## src/rtl/typing_pkg.sv

```systemverilog
// Shared types and helpers for the typing matcher: FSM state encoding,
// default letter width and MSB-first letter extraction from a packed word.
package typing_pkg;

  typedef enum logic [1:0] {
    IDLE      = 2'd0,
    WAIT_WORD = 2'd1,
    ACTIVE    = 2'd2,
    GAME_OVER = 2'd3
  } state_t;

  localparam int unsigned LETTER_W_DEFAULT = 5;

  // Upper bound on MAX_LEN*LETTER_W accepted by letter_at
  localparam int unsigned WORD_MAX_W = 256;

  // Returns letter idx of a max_len-letter word whose first letter sits in
  // the MSBs, zero-extended to 32 bits so callers of any LETTER_W can use it.
  function automatic logic [31:0] letter_at(input logic [WORD_MAX_W-1:0] word,
                                            input int unsigned idx,
                                            input int unsigned letter_w,
                                            input int unsigned max_len);
    logic [WORD_MAX_W-1:0] shifted;
    shifted = word >> ((max_len - 1 - idx) * letter_w);
    return shifted[31:0] & ((32'd1 << letter_w) - 32'd1);
  endfunction

endpackage

```

## src/rtl/word_timer.sv

```systemverilog
// Per-word countdown: reloads to TIME_LIMIT, counts ticks down, and flags
// the decrement that lands on zero.
module word_timer #(
  parameter  int unsigned TIME_LIMIT = 30,
  localparam int unsigned TIME_W     = $clog2(TIME_LIMIT + 1)
) (
  input  logic              clk,
  input  logic              rst_n,
  input  logic              load,
  input  logic              dec,
  output logic [TIME_W-1:0] count,
  output logic              expire
);

  // Load has priority over decrement; the count never wraps below zero
  always_ff @(posedge clk or negedge rst_n) begin
    if (!rst_n) begin
      count <= '0;
    end else if (load) begin
      count <= TIME_W'(TIME_LIMIT);
    end else if (dec && (count != '0)) begin
      count <= count - TIME_W'(1);
    end
  end

  assign expire = dec && (count == TIME_W'(1));

endmodule

```

## src/rtl/typing_matcher.sv

```systemverilog
// Typing game core: accepts a word, checks released keys letter by letter,
// counts misses and completed words, and ends the game on too many misses
// or when the per-word timer runs out.
module typing_matcher
  import typing_pkg::*;
#(
  parameter  int unsigned LETTER_W   = LETTER_W_DEFAULT,
  parameter  int unsigned MAX_LEN    = 8,
  parameter  int unsigned MAX_MISSES = 3,
  parameter  int unsigned TIME_LIMIT = 30,
  parameter  int unsigned SCORE_W    = 8,
  localparam int unsigned WORD_W     = MAX_LEN * LETTER_W,
  localparam int unsigned LEN_W      = $clog2(MAX_LEN + 1),
  localparam int unsigned IDX_W      = $clog2(MAX_LEN),
  localparam int unsigned MISS_W     = $clog2(MAX_MISSES + 1),
  localparam int unsigned TIME_W     = $clog2(TIME_LIMIT + 1)
) (
  input  logic                clk,
  input  logic                rst_n,
  input  logic                start,
  input  logic                wordValid,
  input  logic [WORD_W-1:0]   wordIn,
  input  logic [LEN_W-1:0]    wordLen,
  input  logic                keyValid,
  input  logic [LETTER_W-1:0] keyCode,
  input  logic                tick,
  output logic                wordReq,
  output logic                wordComplete,
  output logic                mistake,
  output logic                gameOver,
  output logic [IDX_W-1:0]    letterIdx,
  output logic [MISS_W-1:0]   missCount,
  output logic [SCORE_W-1:0]  score,
  output logic [TIME_W-1:0]   timeLeft
);

  state_t               state, state_next;
  logic [WORD_W-1:0]    word_q;
  logic [LEN_W-1:0]     len_q;
  logic [LEN_W-1:0]     len_clamped;
  logic [WORD_MAX_W-1:0] word_ext;
  logic [31:0]          expected;
  logic                 key_match;
  logic                 last_letter;
  logic                 in_active;
  logic                 completing;
  logic                 tmr_load;
  logic                 tmr_dec;
  logic                 tmr_expire;
  logic                 latch;
  logic                 complete_next;
  logic                 mistake_next;
  logic [IDX_W-1:0]     idx_next;
  logic [MISS_W-1:0]    miss_next;
  logic [SCORE_W-1:0]   score_next;

  // Widen the latched word to the fixed width the extraction helper takes
  always_comb begin
    word_ext = '0;
    word_ext[WORD_W-1:0] = word_q;
  end

  assign expected    = letter_at(word_ext, 32'(letterIdx), LETTER_W, MAX_LEN);
  assign key_match   = (expected == 32'(keyCode));
  assign last_letter = ((32'(letterIdx) + 32'd1) >= 32'(len_q));
  assign in_active   = (state == ACTIVE);
  assign completing  = in_active && keyValid && key_match && last_letter;

  // The key is judged before the tick, so a completing key suppresses the
  // same-cycle decrement and with it any expiry.
  assign tmr_dec  = in_active && tick && !completing;
  assign tmr_load = (state == WAIT_WORD) && wordValid;

  word_timer #(
    .TIME_LIMIT(TIME_LIMIT)
  ) u_timer (
    .clk   (clk),
    .rst_n (rst_n),
    .load  (tmr_load),
    .dec   (tmr_dec),
    .count (timeLeft),
    .expire(tmr_expire)
  );

  // Clamp the presented length into 1..MAX_LEN
  always_comb begin
    len_clamped = wordLen;
    if (wordLen == '0) begin
      len_clamped = LEN_W'(1);
    end else if (32'(wordLen) > MAX_LEN) begin
      len_clamped = LEN_W'(MAX_LEN);
    end
  end

  // Next-state and next-output decisions for the game FSM
  always_comb begin
    state_next    = state;
    latch         = 1'b0;
    complete_next = 1'b0;
    mistake_next  = 1'b0;
    idx_next      = letterIdx;
    miss_next     = missCount;
    score_next    = score;
    unique case (state)
      IDLE, GAME_OVER: begin
        if (start) begin
          state_next = WAIT_WORD;
          score_next = '0;
          miss_next  = '0;
        end
      end
      WAIT_WORD: begin
        if (wordValid) begin
          latch      = 1'b1;
          idx_next   = '0;
          state_next = ACTIVE;
        end
      end
      ACTIVE: begin
        if (keyValid) begin
          if (key_match) begin
            if (last_letter) begin
              complete_next = 1'b1;
              if (score != '1) score_next = score + SCORE_W'(1);
              state_next = WAIT_WORD;
            end else begin
              idx_next = letterIdx + IDX_W'(1);
            end
          end else begin
            mistake_next = 1'b1;
            miss_next    = missCount + MISS_W'(1);
            if (32'(miss_next) == MAX_MISSES) state_next = GAME_OVER;
          end
        end
        if (tmr_expire) state_next = GAME_OVER;
      end
      default: state_next = IDLE;
    endcase
  end

  // Register state, latched word and all counter/pulse outputs
  always_ff @(posedge clk or negedge rst_n) begin
    if (!rst_n) begin
      state        <= IDLE;
      word_q       <= '0;
      len_q        <= '0;
      letterIdx    <= '0;
      missCount    <= '0;
      score        <= '0;
      wordComplete <= 1'b0;
      mistake      <= 1'b0;
    end else begin
      state        <= state_next;
      letterIdx    <= idx_next;
      missCount    <= miss_next;
      score        <= score_next;
      wordComplete <= complete_next;
      mistake      <= mistake_next;
      if (latch) begin
        word_q <= wordIn;
        len_q  <= len_clamped;
      end
    end
  end

  assign wordReq  = (state == WAIT_WORD);
  assign gameOver = (state == GAME_OVER);

endmodule

```

## config.mk

```make
export PLATFORM = sky130hd
export DESIGN_NAME = typing_matcher
export DESIGN_NICKNAME = d
export VERILOG_FILES = /design/src/rtl/typing_pkg.sv /design/src/rtl/word_timer.sv /design/src/rtl/typing_matcher.sv
export SDC_FILE = /design/constraint.sdc
export NUM_CORES = 1
export LEC_CHECK = 0
export CAP_MARGIN = 0
export CORE_MARGIN = 2
export CORE_UTILIZATION = 24
export DETAILED_ROUTE_END_ITERATION = 16
export DONT_BUFFER_PORTS = 1
export HOLD_SLACK_MARGIN = 0.1
export SLEW_MARGIN = 0
export SYNTH_ARGS = -nofsm -noshare
export SYNTH_HDL_FRONTEND = slang
export SYNTH_HIERARCHICAL = 1
export SYNTH_SLANG_ARGS = --single-unit
export TNS_END_PERCENT = 20
```

## constraint.sdc

```tcl
create_clock -name clk -period 5.3 [get_ports clk]
set_clock_uncertainty 0.1 [all_clocks]
set_input_delay 0.795 -clock clk [delete_from_list [all_inputs] [get_ports clk]]
set_output_delay 0.795 -clock clk [all_outputs]
set_load 0.01 [all_outputs]
```

==> run_results.csv, run 1 <==
group,metric,value,unit
outcome,outcome,"complete, no violations",
timing,slew_viol_final,0,
clock_tree,root_buffer,"sky130_fd_sc_hd__clkbuf_16",
cells_and_area,area_taken_by_flip_flops_and_latches,1653,µm²
timing,fin_crit_sh,0.9241,
synth,synthesis.yosys.warnings,6,
worst_setup_path,crit_path_end_kind,"flop",
pwr,comb_power_share,0.466,
pwr,seq_power_share,0.303,
pwr,totalPowerFinal,3.050,mW
detailed_routing,post_drt_via_cell_ratio,4.967,
place,dp.cells,680,
timing,setup_violations,0,
cells_and_area,most-common-layout-cells,"sky130_fd_sc_hd__dfrtp_1 (65), sky130_fd_sc_hd__mux2_2 (46), sky130_fd_sc_hd__mux2i_1 (40)",
clock_tree,cts_setup_buffers,0,
cells_and_area,antenna-diode-count,0,
worst_setup_path,regToRegSetupSlack,400,ps
worst_setup_path,crit_slowest_cell,"sky130_fd_sc_hd__or4b_4",
worst_setup_path,crit_buf_inv,2,
detailed_routing,detailedRoute.firstIterationViolations,216,
pwr,power.static_leakage,2.045,nW
global_routing,global_route_wire_length_before_repair,20040,µm
clock_tree,cts.repair.resized,0,
timing,grt_setup_unrepaired,"false",
timing,hold_ws,228.7,ps
detailed_routing,drt-pass1-iter-count,5,
detailed_routing,drt.antenna.violating_nets,0,
timing,fmax,204.2,MHz
floorplanning,die-area,20780,µm²
synth,syn-cell-area,4715,µm²
cells_and_area,area_growth,13.14,%
clock_tree,tritoncts,"done",
timing,min_period,4898,ps
synth,synth_sequential_area_ratio,0.3503,
worst_setup_path,maximum_fanout_along_the_worst_path,11,
hold_path,min-delay-path-class,"in2async",
global_routing,grt_use_total,0.1265,
synth,post_synth_inst_count,430,
floorplanning,start_util,0.2430,
timing,hold_violations,0,
detailed_routing,totalWireLength,12530,µm
floorplanning,die-width,144.2,µm
detailed_routing,routed_wire_length_per_instance,17.97,µm
cells_and_area,final_cell_count_no_fill,697,
synth,async_flop_share,1.000,
cells_and_area,multi_input_area,2849,µm²
pwr,cell_internal_pwr,1.879,mW
clock_tree,cts_max_level,3,
synth,syn-num-nets,501,
worst_setup_path,crit_type,"reg2reg",
cells_and_area,fill_cells,2050,
floorplanning,coreArea,19400,µm²
clock_tree,number_of_cts_inserted_buffers,9,
synth,count_of_state_elements_after_synthesis,66,
cells_and_area,drive_gt1_frac,0.2616,
worst_setup_path,critical_path.reg2reg.endpoint,"state[1]",
floorplanning,floorplan.rows,51,
place,post-dp-hpwl,9435,µm
worst_setup_path,cp_data_arrival_time,5010,ps
job,maxCapViolCount,0,
pwr,power.ir.vdd_worst,214.3,µV
place,place.port_buffers,0,
clock_tree,cts_buffer_depth,2,
global_routing,grt_max_degree,67,
worst_setup_path,crit_chain,"inv_1 -> ha_1 -> buf_4 -> nor2b_1 -> a22oi_1 -> a21oi_1 -> nor4_1 -> or4_1 -> or4b_4 -> nor3_1 -> nor2_1 -> and4b_2 -> nand2b_1 -> o311a_1 -> mux2i_1",
worst_setup_path,worstPathRequired,5410,ps
detailed_routing,via_count,3462,
global_routing,number_of_antenna_violations_at_the_first_check_in_global_routing,0,
synth,synth_enable_flop_cells,0,
place,routabilityCongestion,0.8859,
synth,most_used_flip_flop_cell_after_synthesis,"sky130_fd_sc_hd__dfrtp_1",
global_routing,gr-total-overflow,0,
synth,postSynthAreaPerCell,10.96,µm²
floorplanning,die-height,144.2,µm
pwr,net-switching-power,1.171,mW
timing,slew_headroom,0.3029,
worst_setup_path,cpLargestDelayFamily,"simple AND/OR/NAND/NOR gates",
global_routing,grt_pass1_vias,3606,
clock_tree,worst_path_clk_slew,60,ps
pwr,power_density,571.8,nW/µm²
pwr,sw_frac_of_total,0.3841,
timing,tightestPinTransition,1046,ps
clock_tree,clock_insertion_delay_worst_skew,350,ps
pwr,power_frac_clock,0.232,
floorplanning,io_pins,77,
synth,ys_types,67,
worst_setup_path,regToRegStartpoint,"letterIdx[2]",
detailed_routing,drt_drc_violations_left,0,
worst_setup_path,critPathLaunchType,"flop",
worst_setup_path,reg2regPathDepth,15,
worst_setup_path,timing.critical_path.slowest_cell_delay,600,ps
cells_and_area,final_common_cell,"sky130_fd_sc_hd__dfrtp_1",
cells_and_area,nets,498,
timing,setup_total_negative_slack,0,ps
clock_tree,clock_sinks,66,
final cells by class:
type,instances,area share
inverter,18,0.01267
multi-input combinational,324,0.5341
tap,265,0.06216
sequential,66,0.3099
timing repair buffer,8,0.01501
clock buffer,10,0.04480
clock inverter,6,0.02135
stage by stage:
step                        util  instance area (µm²)  setup WS (ps)
after floorplan                -                 4715          619.9
after global placement    0.2554                 4954          583.2
after detailed placement  0.2554                 4954          474.2
after CTS                 0.2750                 5334          436.1
after global routing      0.2750                 5334          120.9
final                     0.2750                 5334          402.5
per-layer routing:
| layer | routed length, µm | GRT usage | vias to the layer above |
|---|---|---|---|
| met5 | 0 | 0 | - |
| met3 | 1096 | 0.05960 | 22 |
| met4 | 289 | 0.04446 | 0 |
| met2 | 5842 | 0.1992 | 107 |
| met1 | 5299 | 0.1517 | 1726 |
| li1 | - | - | 1607 |
registers in the layout, summed over array words and instances, names as in the netlist:
| register | count |
|---|---|
| word_q | 40 |
| letterIdx | 3 |
| wordComplete | 1 |
| mistake | 1 |
| score | 8 |
| u_timer/count | 5 |
| state | 2 |
| missCount | 2 |
| len_q | 4 |
cells by family after synthesis:
group	count (synthesis)	synth area share
simple gates	124	0.1446
mux	109	0.3023
compound gates	72	0.1088
flops	66	0.3503
buf+inv	40	0.04591
fa+ha+maj	16	0.04246
xor+xnor	3	0.005574
power by group through the flow:
stage | sequential [mW] | combinational, mW | clock (mW)
after global placement | 0.911 | 1.39 | 0
after global routing | 0.957 | 1.57 | 0.755
after CTS | 0.923 | 1.42 | 0.727
after detailed placement | 0.931 | 1.40 | 0
after floorplan | 0.846 | 1.16 | 0
final | 0.923 | 1.42 | 0.707
cell usage after synthesis (all sizes together), types with 3 or more instances:
cell type  instances  share of area
mux2i             40          0.085
clkbuf             9         0.0074
a31oi              4         0.0053
nand3              8         0.0085
nand2             36          0.029
nand2b            10          0.013
and2               7         0.0098
nand3b             4         0.0064
o21ai             13          0.014
o2111ai            3         0.0056
buf               13          0.024
and3               3         0.0040
nor3               4         0.0042
nor3b              3         0.0048
ha                16          0.042
nor2              28          0.022
nand4              3         0.0040
mux2              47           0.11
o31ai              4         0.0074
dfrtp             66           0.35
a31o               7          0.013
a22oi              5         0.0080
nor4               5          0.013
inv               18          0.014
a21oi             16          0.019
mux4              22           0.11
worst max-delay path by stage:
| stage | startpoint | endpoint | slack (ps) | cells past startpoint |
|---|---|---|---|---|
| finish | letterIdx[2] | state[1] | 400 | 15 |
| detailed placement | letterIdx[2] | state[0] | 470 | 15 |
| floorplan | letterIdx[0] | state[1] | 620 | 18 |
| CTS | letterIdx[2] | state[0] | 440 | 15 |
| global placement | letterIdx[2] | state[1] | 580 | 16 |
| global route | letterIdx[2] | state[0] | 120 | 15 |
timing repair:
action | 4_1_cts | 5_1_grt
hold buffers | 1 | 0
endpoints found under the setup margin | 0 | 0
endpoints found under the hold margin | 66 | 0
Note: power is estimated with default switching activity, not from simulation.
==> inputs of run 2 (changes only) <==
--- a/config.mk
+++ b/config.mk
@@ -11,6 +11,7 @@
 export DETAILED_ROUTE_END_ITERATION = 16
 export DONT_BUFFER_PORTS = 1
 export HOLD_SLACK_MARGIN = 0.1
+export SKIP_CTS_REPAIR_TIMING = 1
 export SLEW_MARGIN = 0
 export SYNTH_ARGS = -nofsm -noshare
 export SYNTH_HDL_FRONTEND = slang
==> run 2 against run 1 <==
Against the previous run: clock power about the same; flip-flop and latch count unchanged; global-route usage about the same; critical path type unchanged; sequential share of layout area unchanged; sequential power about the same; combinational power about the same; design area unchanged; first-iteration DRC count decreased by 4.6%; core utilization unchanged; via count increased by 0.20%.
==> run_results.csv, run 2 (synthesis results as in run 1) <==
group,metric,value,unit
outcome,outcome,"complete, no violations",
worst_setup_path,crit_buf_inv,2,
global_routing,global_route_wire_length_before_repair,20050,µm
pwr,power.static_leakage,2.045,nW
cells_and_area,fill_cells,2050,
detailed_routing,drt-pass1-iter-count,7,
place,post-dp-hpwl,9435,µm
cells_and_area,final_common_cell,"sky130_fd_sc_hd__dfrtp_1",
place,dp.cells,680,
hold_path,min-delay-path-class,"in2async",
detailed_routing,drt.antenna.violating_nets,0,
pwr,comb_power_share,0.466,
clock_tree,cts_max_level,3,
cells_and_area,final_cell_count_no_fill,697,
global_routing,grt_use_total,0.1268,
worst_setup_path,crit_cells,15,
timing,tightestPinTransition,1046,ps
floorplanning,coreArea,19400,µm²
floorplanning,die-width,144.2,µm
timing,hold_violations,0,
timing,slew_headroom,0.3024,
worst_setup_path,crit_chain,"inv_1 -> ha_1 -> buf_4 -> nor2b_1 -> a22oi_1 -> a21oi_1 -> nor4_1 -> or4_1 -> or4b_4 -> nor3_1 -> nor2_1 -> and4b_2 -> nand2b_1 -> o311a_1 -> mux2i_1",
worst_setup_path,crit_path_end_kind,"flop",
job,maxCapViolCount,0,
detailed_routing,post_drt_via_cell_ratio,4.977,
worst_setup_path,timing.critical_path.slowest_cell_delay,600,ps
pwr,net-switching-power,1.174,mW
cells_and_area,most-common-layout-cells,"sky130_fd_sc_hd__dfrtp_1 (65), sky130_fd_sc_hd__mux2_2 (46), sky130_fd_sc_hd__mux2i_1 (40)",
timing,post-route-worst-setup-slack,396.2,ps
global_routing,number_of_antenna_violations_at_the_first_check_in_global_routing,0,
worst_setup_path,crit_slowest_cell,"sky130_fd_sc_hd__or4b_4",
place,place.port_buffers,0,
timing,grt_setup_unrepaired,"false",
global_routing,gr-total-overflow,0,
detailed_routing,routed_wire_length_per_instance,17.98,µm
detailed_routing,drt_drc_violations_left,0,
cells_and_area,antenna-diode-count,0,
cells_and_area,nets,498,
detailed_routing,detailedRoute.firstIterationViolations,206,
floorplanning,io_pins,77,
clock_tree,worst_path_clk_slew,60,ps
timing,min_period,4904,ps
cells_and_area,drive_gt1_frac,0.2616,
clock_tree,cts_buffer_depth,2,
pwr,power_density,572.2,nW/µm²
worst_setup_path,cp_data_arrival_time,5020,ps
pwr,power.ir.vdd_worst,215.1,µV
worst_setup_path,reg2regPathDepth,15,
worst_setup_path,crit_type,"reg2reg",
clock_tree,clock_insertion_delay_worst_skew,340,ps
pwr,seq_power_share,0.302,
global_routing,grt_pass1_vias,3589,
pwr,cell_internal_pwr,1.879,mW
timing,setup_total_negative_slack,0,ps
clock_tree,root_buffer,"sky130_fd_sc_hd__clkbuf_16",
global_routing,grt_max_degree,67,
detailed_routing,totalWireLength,12530,µm
cells_and_area,max_flop_register,"word_q",
clock_tree,number_of_cts_inserted_buffers,9,
pwr,power_frac_clock,0.232,
timing,fin_crit_sh,0.9252,
timing,fmax,203.9,MHz
worst_setup_path,cpLargestDelayFamily,"simple AND/OR/NAND/NOR gates",
cells_and_area,finish.utilization,0.2750,
detailed_routing,via_count,3469,
place,pre_cts_slack,474.2,ps
floorplanning,floorplan.rows,51,
floorplanning,die-height,144.2,µm
place,routabilityCongestion,0.8859,
cells_and_area,area_growth,13.14,%
worst_setup_path,critPathLaunchType,"flop",
timing,slew_viol_final,0,
cells_and_area,largest_register_ffs,40,
floorplanning,start_util,0.2430,
pwr,sw_frac_of_total,0.3845,
clock_tree,clock_sinks,66,
floorplanning,die-area,20780,µm²
cells_and_area,largestRegisters,"word_q (40), score (8), u_timer/count (5)",
timing,setup_violations,0,
clock_tree,tritoncts,"done",
worst_setup_path,maximum_fanout_along_the_worst_path,11,
worst_setup_path,worstPathRequired,5410,ps
run 2: final cells by class:
type                    count  area, µm²  share of cell area
multi-input cells         324       2849              0.5341
flip-flops and latches     66       1653              0.3099
well taps                 265      331.6             0.06216
clock buffers              10      239.0             0.04480
clock inverters             6      113.9             0.02135
repair buffers              8      80.08             0.01501
inverters                  18      67.56             0.01267
run 2: final timing paths:
kind	from	to	slack, ps
setup / recovery	letterIdx[2]	state[1]	400
max in group asynchronous	rst_n	word_q[15]	4590
min in group clk	len_q[0]	len_q[0]	400
hold reg to reg	len_q[0]	len_q[0]	400
hold / removal	rst_n	score[7]	230
setup reg to reg	letterIdx[2]	state[1]	400
run 2: per-layer routing:
metal  global-route usage  wire (µm)  vias to the layer above
met5                    0          0                        -
met4              0.04241        286                        0
met3              0.06159       1101                       20
met2               0.1992       5829                       99
met1               0.1523       5315                     1740
li1                     -          -                     1610
run 2: worst reg2reg max path, stage by stage, from the launching register on:
cell and delay, ps:
sky130_fd_sc_hd__dfrtp_1 520, sky130_fd_sc_hd__inv_1 160, sky130_fd_sc_hd__ha_1 370, sky130_fd_sc_hd__buf_4 210, sky130_fd_sc_hd__nor2b_1 520, sky130_fd_sc_hd__a22oi_1 240
sky130_fd_sc_hd__a21oi_1 170, sky130_fd_sc_hd__nor4_1 60, sky130_fd_sc_hd__or4_1 520, sky130_fd_sc_hd__or4b_4 600, sky130_fd_sc_hd__nor3_1 250, sky130_fd_sc_hd__nor2_1 140
sky130_fd_sc_hd__and4b_2 240, sky130_fd_sc_hd__nand2b_1 140, sky130_fd_sc_hd__o311a_1 390, sky130_fd_sc_hd__mux2i_1 130
run 2: stage by stage:
step | hold slack (ps) | cell area (µm²) | power, mW
after floorplan | 352.6 | 4715 | 2.003
after global placement | 376.3 | 4954 | 2.301
after detailed placement | 389.0 | 4954 | 2.333
after CTS | 23.75 | 5306 | 3.061
after global routing | 241.7 | 5334 | 3.283
final | 229.3 | 5334 | 3.052
run 2: power groups by stage:
stage | Clock [mW] | Sequential, mW | Combinational, mW
after floorplan | 0 | 0.846 | 1.16
after global placement | 0 | 0.911 | 1.39
after detailed placement | 0 | 0.931 | 1.40
after CTS | 0.727 | 0.923 | 1.41
after global routing | 0.755 | 0.957 | 1.57
final | 0.707 | 0.922 | 1.42
==> inputs of run 3 (changes only) <==
--- a/config.mk
+++ b/config.mk
@@ -5,7 +5,9 @@
 export SDC_FILE = /design/constraint.sdc
 export NUM_CORES = 1
 export LEC_CHECK = 0
+export ABC_CLOCK_PERIOD_IN_PS = 5300
 export CAP_MARGIN = 0
+export CORE_ASPECT_RATIO = 0.9
 export CORE_MARGIN = 2
 export CORE_UTILIZATION = 24
 export DETAILED_ROUTE_END_ITERATION = 16
==> run 3 against run 2 <==
Against the previous run: maximum frequency up 1.5%; non-clock buffer count up 3; clock power down 20%; largest cell class unchanged; highest routed layer unchanged.
==> run_results.csv, run 3 (synthesis results as in run 1) <==
group,metric,value,unit
worst_setup_path,cp_common_cell,"sky130_fd_sc_hd__ha_1",
job,maxCapViolCount,0,
timing,post-route-worst-setup-slack,466.4,ps
timing,fin_crit_sh,0.9120,
place,pre_cts_slack,449.3,ps
worst_setup_path,crit_slowest_cell,"sky130_fd_sc_hd__or4b_4",
floorplanning,start_util,0.2453,
detailed_routing,detailedRoute.firstIterationViolations,260,
global_routing,gr-total-overflow,0,
place,place.port_buffers,0,
floorplanning,die-width,151.7,µm
pwr,power_density,557.0,nW/µm²
worst_setup_path,regToRegStartpoint,"letterIdx[2]",
clock_tree,tritoncts,"done",
global_routing,number_of_antenna_violations_at_the_first_check_in_global_routing,2,
pwr,net-switching-power,1.173,mW
timing,grt_setup_unrepaired,"false",
timing,min_period,4834,ps
pwr,power.static_leakage,2.039,nW
global_routing,global_route_wire_length_before_repair,20460,µm
worst_setup_path,crit_chain,"inv_1 -> ha_1 -> ha_1 -> ha_1 -> or3b_1 -> a21oi_2 -> a31o_2 -> o2111ai_1 -> or4_1 -> or4b_4 -> nor3_1 -> nor2_1 -> and4b_2 -> nand2b_1 -> o311a_1 -> mux2i_1",
pwr,power_frac_clock,0.193,
worst_setup_path,critPathLaunchType,"flop",
hold_path,min-delay-path-class,"in2async",
detailed_routing,via_count,3510,
worst_setup_path,maximum_fanout_along_the_worst_path,7,
pwr,power.ir.vdd_worst,170.1,µV
place,dp.cells,668,
cells_and_area,largest_register_ffs,40,
cells_and_area,final_cell_count_no_fill,687,
floorplanning,floorplan.rows,48,
pwr,comb_power_share,0.487,
worst_setup_path,worstPathRequired,5400,ps
detailed_routing,drt.antenna.violating_nets,0,
clock_tree,cts_max_level,3,
worst_setup_path,timing.critical_path.slowest_cell_delay,600,ps
cells_and_area,fill_cells,1999,
cells_and_area,drive_gt1_frac,0.2621,
cells_and_area,largestRegisters,"word_q (40), score (8), u_timer/count (5)",
pwr,sw_frac_of_total,0.3995,
worst_setup_path,crit_type,"reg2reg",
cells_and_area,max_flop_register,"word_q",
clock_tree,worst_path_clk_slew,50,ps
cells_and_area,final_common_cell,"sky130_fd_sc_hd__dfrtp_1",
global_routing,grt_pass1_vias,3620,
detailed_routing,drt_drc_violations_left,0,
clock_tree,number_of_cts_inserted_buffers,9,
cells_and_area,nets,501,
timing,fmax,206.9,MHz
detailed_routing,drt-pass1-iter-count,4,
detailed_routing,routed_wire_length_per_instance,18.68,µm
global_routing,grt_use_total,0.1300,
outcome,outcome,"complete, no violations",
worst_setup_path,crit_path_end_kind,"flop",
clock_tree,root_buffer,"sky130_fd_sc_hd__clkbuf_16",
timing,tightestPinTransition,1001,ps
clock_tree,clock_sinks,66,
place,post-dp-hpwl,9818,µm
timing,hold_violations,0,
cells_and_area,area_growth,11.86,%
detailed_routing,totalWireLength,12830,µm
place,routabilityCongestion,0.8822,
worst_setup_path,crit_start,"letterIdx[2]",
detailed_routing,post_drt_via_cell_ratio,5.109,
timing,setup_violations,0,
cells_and_area,most-common-layout-cells,"sky130_fd_sc_hd__dfrtp_1 (65), sky130_fd_sc_hd__mux2_2 (46), sky130_fd_sc_hd__mux2i_1 (40)",
pwr,seq_power_share,0.319,
global_routing,grt_max_degree,67,
clock_tree,clock_insertion_delay_worst_skew,340,ps
pwr,cell_internal_pwr,1.764,mW
clock_tree,cts_buffer_depth,2,
timing,slew_viol_final,0,
floorplanning,io_pins,77,
floorplanning,die-height,137.0,µm
worst_setup_path,cp_data_arrival_time,4930,ps
timing,setup_total_negative_slack,0,ps
timing,slew_headroom,0.3303,
floorplanning,coreArea,19220,µm²
floorplanning,die-area,20780,µm²
==> run 3: cell count changes in the layout (fill, tap and decap cells not counted), sizes merged <==
cell and change:
buf +3, bufinv -3, clkbuf +4, clkinv +1
clkinvlp -2, diode +2
==> run 3: path summary, 6_finish.rpt <==
path,endpoint,slack (ps),cells past startpoint
max,state[1],470,16
min,word_q[7],240,1
max reg2reg,state[1],470,16
min reg2reg,len_q[0],390,2
max in group asynchronous,letterIdx[1],4570,1
min in group clk,len_q[0],390,2
==> run 3: layer usage <==
metal	global-route usage	up-vias	wire length [µm]
met5	0	-	0
met4	0.06276	0	408
met3	0.05100	20	1087
met2	0.1947	115	5792
met1	0.1635	1755	5543
li1	-	1620	-
==> run 3: final cells by class <==
| class | count | area, µm² | area share |
|---|---|---|---|
| Multi-Input combinational cell | 324 | 2849 | 0.5402 |
| Sequential cell | 66 | 1653 | 0.3134 |
| Clock inverter | 2 | 10.01 | 0.001898 |
| Timing Repair Buffer | 11 | 102.6 | 0.01945 |
| Inverter | 18 | 67.56 | 0.01281 |
| Tap cell | 250 | 312.8 | 0.05931 |
| Antenna cell | 2 | 5.005 | 0.0009490 |
| Clock buffer | 14 | 274.0 | 0.05196 |
==> run 3: worst max-delay path, delay by kind of cell (launching register included) <==
| family | cells | cell delay, ps |
|---|---|---|
| buf+inv | 1 | 150 |
| simple gates | 7 | 2290 |
| fa+ha+maj | 3 | 670 |
| compound gates | 4 | 840 |
| flops | 1 | 500 |
| mux | 1 | 140 |
==> run 3: power groups by stage <==
stage	Sequential [mW]	Clock (mW)	Combinational, mW
after floorplan	0.846	0	1.16
after global placement	0.927	0	1.40
after detailed placement	0.947	0	1.41
after CTS	0.938	0.585	1.42
after global routing	0.976	0.610	1.58
final	0.937	0.568	1.43
==> run 3: per-stage QoR <==
| stage | util | cell area (µm²) | hold WS [ps] | power [mW] |
|---|---|---|---|---|
| 2_1_floorplan | - | 4715 | 352.6 | 2.003 |
| 3_3_place_gp | 0.2579 | 4957 | 379.6 | 2.328 |
| 3_5_place_dp | 0.2579 | 4957 | 381.5 | 2.357 |
| 4_1_cts | 0.2727 | 5241 | 36.10 | 2.948 |
| 5_1_grt | 0.2743 | 5271 | 248.7 | 3.163 |
| 6_report | 0.2744 | 5274 | 239.1 | 2.937 |
